==> src/rtl/a2d_chnl_sched.sv <==
// A2D channel scheduler: rotates conversions over left, right and battery channels
// using two SPI transactions per sample, with a watchdog on each SPI wait.
module a2d_chnl_sched (
  input  logic        clk,
  input  logic        rst,
  input  logic        nxt,
  input  logic        done,
  input  logic [15:0] rd_data,
  output logic        wrt,
  output logic [15:0] cmd,
  output logic [11:0] lft_ld,
  output logic [11:0] rght_ld,
  output logic [11:0] batt,
  output logic [2:0]  upd,
  output logic        busy,
  output logic        tmo
);

  typedef enum logic [1:0] {IDLE, CNV, GAP, RD} state_e;
  typedef enum logic [1:0] {LFT, RGHT, BATT} chnl_e;

  state_e      state, state_nxt;
  chnl_e       ptr, ptr_nxt;
  logic [9:0]  wdog, wdog_nxt;
  logic        wrt_nxt, tmo_nxt, cap;
  logic [2:0]  upd_nxt, chnl, sel;
  logic [15:0] cmd_nxt;

  always_comb begin
    chnl = 3'd0;
    sel  = 3'b001;
    case (ptr)
      LFT:     begin chnl = 3'd0; sel = 3'b001; end
      RGHT:    begin chnl = 3'd4; sel = 3'b010; end
      BATT:    begin chnl = 3'd5; sel = 3'b100; end
      default: begin chnl = 3'd0; sel = 3'b001; end
    endcase
  end

  always_comb begin
    state_nxt = state;
    ptr_nxt   = ptr;
    wdog_nxt  = wdog;
    wrt_nxt   = 1'b0;
    tmo_nxt   = 1'b0;
    upd_nxt   = '0;
    cmd_nxt   = cmd;
    cap       = 1'b0;
    case (state)
      IDLE: begin
        if (nxt) begin
          wrt_nxt   = 1'b1;
          cmd_nxt   = {2'b00, chnl, 11'h000};
          wdog_nxt  = '0;
          state_nxt = CNV;
        end
      end
      CNV: begin
        // done takes priority over an expiring watchdog
        if (done) begin
          state_nxt = GAP;
        end else if (wdog == '1) begin
          tmo_nxt   = 1'b1;
          state_nxt = IDLE;
        end else begin
          wdog_nxt = wdog + 10'd1;
        end
      end
      GAP: begin
        wrt_nxt   = 1'b1;
        cmd_nxt   = '0;
        wdog_nxt  = '0;
        state_nxt = RD;
      end
      RD: begin
        if (done) begin
          cap       = 1'b1;
          upd_nxt   = sel;
          state_nxt = IDLE;
          case (ptr)
            LFT:     ptr_nxt = RGHT;
            RGHT:    ptr_nxt = BATT;
            default: ptr_nxt = LFT;
          endcase
        end else if (wdog == '1) begin
          tmo_nxt   = 1'b1;
          state_nxt = IDLE;
        end else begin
          wdog_nxt = wdog + 10'd1;
        end
      end
      default: state_nxt = IDLE;
    endcase
  end

  always_ff @(posedge clk or posedge rst) begin
    if (rst) begin
      state   <= IDLE;
      ptr     <= LFT;
      wdog    <= '0;
      wrt     <= 1'b0;
      tmo     <= 1'b0;
      upd     <= '0;
      cmd     <= '0;
      lft_ld  <= '0;
      rght_ld <= '0;
      batt    <= '1;
    end else begin
      state <= state_nxt;
      ptr   <= ptr_nxt;
      wdog  <= wdog_nxt;
      wrt   <= wrt_nxt;
      tmo   <= tmo_nxt;
      upd   <= upd_nxt;
      cmd   <= cmd_nxt;
      if (cap) begin
        case (ptr)
          LFT:     lft_ld  <= rd_data[11:0];
          RGHT:    rght_ld <= rd_data[11:0];
          default: batt    <= rd_data[11:0];
        endcase
      end
    end
  end

  assign busy = (state != IDLE);

endmodule
==> config.mk <==
export PLATFORM = sky130hd
export DESIGN_NAME = a2d_chnl_sched
export DESIGN_NICKNAME = d
export VERILOG_FILES = /design/src/rtl/a2d_chnl_sched.sv
export SDC_FILE = /design/constraint.sdc
export NUM_CORES = 1
export LEC_CHECK = 0
export ABC_AREA = 1
export BUFFER_PORTS_ARGS = -buffer_cell sky130_fd_sc_hd__buf_2
export CAP_MARGIN = 25
export CORE_MARGIN = 5
export CORE_UTILIZATION = 25
export DETAILED_ROUTE_END_ITERATION = 6
export MAX_ROUTING_LAYER = met4
export SETUP_SLACK_MARGIN = 0.1
export SYNTH_ARGS = -nofsm -noshare
export SYNTH_HDL_FRONTEND = slang
export SYNTH_SLANG_ARGS = --single-unit
==> constraint.sdc <==
create_clock -name clk -period 3.8 [get_ports clk]
set_input_delay 0.57 -clock clk [delete_from_list [all_inputs] [get_ports clk]]
set_output_delay 0.57 -clock clk [all_outputs]
set_load 0.1 [all_outputs]
==> flow_summary.toml, run 1 <==
[run_status]
status = "finished, final reports clean"

[layout]
finalNetCount = 361
layout_common_cells = "nand2_1, buf_2, dfrtp_1"
final_cell_area_um2 = 3150
drive_gt1_frac = 0.295
final_common_cell = "nand2_1"
synthToLayoutAreaGrowth_pct = 23.4
antennaDiodeCount = 0

[setup_path]
crit_fanout = 15
cp.depth = 3
slowest_delay_ps = 700
reg2regPathDepth = 7
crit_type = "reg2out"
r2r_start = "state[0]$_DFFE_PP0P_"
crit_start = "state[0]$_DFFE_PP0P_"
arrival_ps = 1680
cp.required_ps = 3230
cp_cell_sequence = "inv_2 > nand2_1 > buf_2"
crit_end = "busy"
worst_setup_path_start_kind = "flip-flop"
r2r-end = "wdog[6]$_DFFE_PP0P_"
crit_path_end_kind = "output port"
critical-path-top-delay-family = "flip-flops"
r2r_slack_ps = 2100
crit_buf_inv = 2
slowest_stage = "dfrtp_1"

[sta]
fin_crit_sh = 0.593
period_minus_slack_ps = 2250
fin_skew_ps = 11.9
hold_viol_final = 0
slew_headroom = 0.617
fmax_mhz = 444
setup_viol = 0
worstMarginPinSlew_ps = 574
rsz0062_at_grt = "false"
slew_violations = 0
fin_tns_setup_ps = 0

[flow_run]
maxCapViolations = 0

[floorplan]
start_util = 0.258
core_area_um2 = 9860
die_w_um = 111
die-area_um2 = 12300
row_count = 36
die_y_um = 111
boundaryPins = 78

[detailed_routing]
via_count = 1921
drc = 0
ant_nets = 0
drt-total-wl_um = 5920
vias_per_cell = 4.04
drtIter0Drc = 56
drtPass1Iterations = 4
wl_per_cell_um = 12.5

[global_route]
grt_use_total = 0.103
busiest_layer = "met2"
grt_use_met2 = 0.163
use_met3 = 0.0540
use_met1 = 0.117
antenna_found_initial = 0
grt_max_degree = 48
overflow = 0
grt_pass1_vias = 2045
grt_pass1_wl_um = 9940

[logic_synthesis]
synth_cell_types = 26
post-synth-top-area-cell = "dfrtp_1"
syn-mean-instance-area_um2 = 9.31
synth-warning-count = 0
syn_area_um2 = 2550
synth_top_area_share = 0.442
yosysSeqAreaShare = 0.565
synth_area_leaders = "dfrtp_1, dfstp_2, nand2_1"
syn_inst = 274
yosys_register_bits = 57

[hold_path]
hp-class = "in2async"

[clock_network]
clkSinkCount = 57
hold_buffers = 0
cts_resized = 0
clk_pin_slew_ps = 70
cts_buffers = 9
cts_setup_buffers = 0
clock_latency_ps = 330
clockBufferDepth = 2
h-tree-depth = 3
cts_tree = "done"
cts-root-buf = "clkbuf_8"

[placed_design]
placed_cell_area_um2 = 2900
gp_congestion = 0.798
numPortBuffers = 59
dpl.hpwl_um = 4130
==> routing by layer <==
metal,vias to the layer above,part of all wire
met4,0,0.0064
met2,58,0.46
met5,-,0
met3,5,0.084
li1,961,-
met1,897,0.45
==> state kept, by name, indices dropped and copies added (netlist names) <==
name and flops:
upd 3, state 2, batt 12, ptr 2
wrt 1, lft_ld 12, tmo 1, wdog 10
cmd 2, rght_ld 12
==> synthesized netlist by cell type, drive strengths merged <==
master / n
conb: 1
o21ai: 52
inv: 32
nand2: 71
clkbuf: 1
buf: 21
or2: 2
ha: 4
a21o: 1
nand4: 1
a21oi: 1
nand3: 16
xor2: 1
nor2: 12
dfstp: 12
dfrtp: 45
nand3b: 1
==> how the worst min path moves through the flow <==
stage	to	from	cells after the start	slack, ps
floorplan	state[1]$_DFFE_PP0P_	state[1]$_DFFE_PP0P_	1	460
global placement	batt[3]$_DFFE_PP1P_	batt[3]$_DFFE_PP1P_	2	460
detailed placement	batt[11]$_DFFE_PP1P_	batt[11]$_DFFE_PP1P_	2	470
CTS	tmo$_DFF_PP0_	done	2	420
global route	wdog[1]$_DFFE_PP0P_	rst	2	220
finish	wdog[5]$_DFFE_PP0P_	rst	2	210
==> through the flow <==
stage / utilization / setup WS (ps) / cells / hold slack [ps]
after floorplan: - / 1850 / 287 / 460
after global placement: 0.294 / 1910 / 458 / 460
after detailed placement: 0.294 / 1900 / 458 / 469
after CTS: 0.317 / 1520 / 474 / 416
after global routing: 0.319 / 1450 / 475 / 219
final: 0.319 / 1550 / 475 / 214
==> logic make-up after synthesis <==
logic type               count (synthesis)  synth area share
flip-flops                              57             0.565
buffers and inverters                   54             0.113
AND/OR/NAND/NOR                        103             0.190
other                                    1           0.00147
adder cells (fa/ha/maj)                  4            0.0196
XOR/XNOR                                 1           0.00344
AO/OA/AOI/OAI                           54             0.107
==> area by class of cell <==
cell class | instances | area, um2
Timing Repair Buffer | 61 | 323
Sequential cell | 57 | 1440
Clock buffer | 10 | 138
Multi-Input combinational cell | 176 | 868
Tap cell | 133 | 166
Inverter | 32 | 120
Fill cell | 1057 | 6720
Clock inverter | 6 | 90.1
Power of run 1 is left out: the tool's default activity adds up to more than one toggle a clock period on the data nets, which glitch-free logic cannot reach.
==> inputs of run 2 (changes only) <==
Clock period 3.8 ns to 2.3 ns, I/O delays scaled along.
==> run 2 against run 1 <==
Critical path depth did not move. Count of clock-buffer cells in the layout rose by 1. Core utilization fell by 0.076 points. Sequential share of layout area rose by 0.11 points. Sequential cell count did not move. Register-to-register slack got worse by 1300 ps. Critical endpoint unchanged. Wire length fell by 1.6%. Clock skew fell by 3.1 ps. Via count rose by 0.31%. Die area did not move.
==> flow_summary.toml, run 2 (synthesis results as in run 1) <==
[clock_network]
cts_resized = 0
cts_setup_buffers = 0
cts-root-buf = "clkbuf_8"
clockBufferDepth = 2
cts_tree = "done"
h-tree-depth = 3
cts_buffers = 9
clk_pin_slew_ps = 70
hold_buffers = 0
clock_latency_ps = 330
clkSinkCount = 57

[layout]
antennaDiodeCount = 0
final_common_cell = "nand2_1"
layout_common_cells = "nand2_1, buf_2, dfrtp_1"
synthToLayoutAreaGrowth_pct = 23.1
drive_gt1_frac = 0.292
fill_cells = 1040
reg_top3 = "batt (12), lft_ld (12), rght_ld (12)"
finalNetCount = 361

[hold_path]
hp-class = "in2async"

[floorplan]
die_w_um = 111
boundaryPins = 78
die_y_um = 111
row_count = 36
start_util = 0.258
core_area_um2 = 9860
die-area_um2 = 12300

[placed_design]
numPortBuffers = 59
gp_congestion = 0.789
dpl.hpwl_um = 4100

[global_route]
grt_max_degree = 33
grt_use_total = 0.104
antenna_found_initial = 0
grt_pass1_vias = 2019
overflow = 0
grt_pass1_wl_um = 10000

[setup_path]
crit_buf_inv = 2
slowest_stage = "dfrtp_1"
crit_type = "reg2out"
critical-path-top-delay-family = "flip-flops"
worst_setup_path_start_kind = "flip-flop"
cp_cell_sequence = "inv_2 > nand2_1 > buf_2"
crit_path_end_kind = "output port"
cp.required_ps = 1960
crit_fanout = 10
arrival_ps = 1530
slowest_delay_ps = 580
crit_start = "state[0]$_DFFE_PP0P_"
r2r_start = "wdog[0]$_DFFE_PP0P_"

[detailed_routing]
wl_per_cell_um = 12.3
drc = 0
drtPass1Iterations = 4
vias_per_cell = 4.06
drt-total-wl_um = 5830
ant_nets = 0
drtIter0Drc = 57
via_count = 1927

[sta]
slew_violations = 0
fmax_mhz = 535
fin_skew_ps = 8.75
slew_headroom = 0.601
rsz0062_at_grt = "false"
period_minus_slack_ps = 1870
fin_tns_setup_ps = 0
setup_viol = 0
hold_viol_final = 0
worstMarginPinSlew_ps = 597
fin_crit_sh = 0.813

[run_status]
status = "finished, final reports clean"

[flow_run]
maxCapViolations = 0
## run 2: path summary, 6_finish.rpt
kind	slack, ps	to	depth (start not counted)
worst max-delay path	430	busy	3
worst min-delay path	80	lft_ld[7]$_DFFE_PP0P_	2
worst max register to register	760	wdog[6]$_DFFE_PP0P_	8
worst min register to register	470	batt[11]$_DFFE_PP1P_	2
max in group asynchronous	1560	batt[9]$_DFFE_PP1P_	3
min in group clk	220	tmo$_DFF_PP0_	2
## run 2: final cells by class
cell class / instances / area (um2) / area share
Timing Repair Buffer: 61 / 323 / 0.103
Clock buffer: 11 / 141 / 0.0450
Multi-Input combinational cell: 176 / 868 / 0.277
Inverter: 32 / 120 / 0.0383
Tap cell: 133 / 166 / 0.0530
Clock inverter: 5 / 78.8 / 0.0251
Sequential cell: 57 / 1440 / 0.459
## run 2: worst reg2reg max path, stage by stage (launching register included)
cell     delay (ps)
dfrtp_1         410
ha_1            230
nand3_1         120
inv_1           100
nand3_2         110
nand3_4         180
inv_1           170
nand3_1          90
nand2_1          80
## run 2: per-layer routing
layer,vias up,wire length [um],share of wire,global-route usage
met4,0,42,0.0072,0.0320
met2,68,2610,0.45,0.155
li1,967,-,-,-
met3,6,509,0.087,0.0453
met5,-,0,0,-
met1,886,2660,0.46,0.127
## run 2: through the flow
| step | hold slack (ps) | setup slack [ps] | area, um2 | util | instances |
|---|---|---|---|---|---|
| 6_report | 84.6 | 429 | 3140 | 0.318 | 475 |
| 5_1_grt | 128 | 340 | 3140 | 0.318 | 475 |
| 4_1_cts | 98.6 | 394 | 3140 | 0.318 | 475 |
| 3_5_place_dp | 466 | 744 | 2920 | 0.296 | 459 |
| 3_3_place_gp | 453 | 793 | 2920 | 0.296 | 459 |
| 2_1_floorplan | 411 | 575 | 2600 | - | 287 |
Power of run 2 is left out for the same reason.
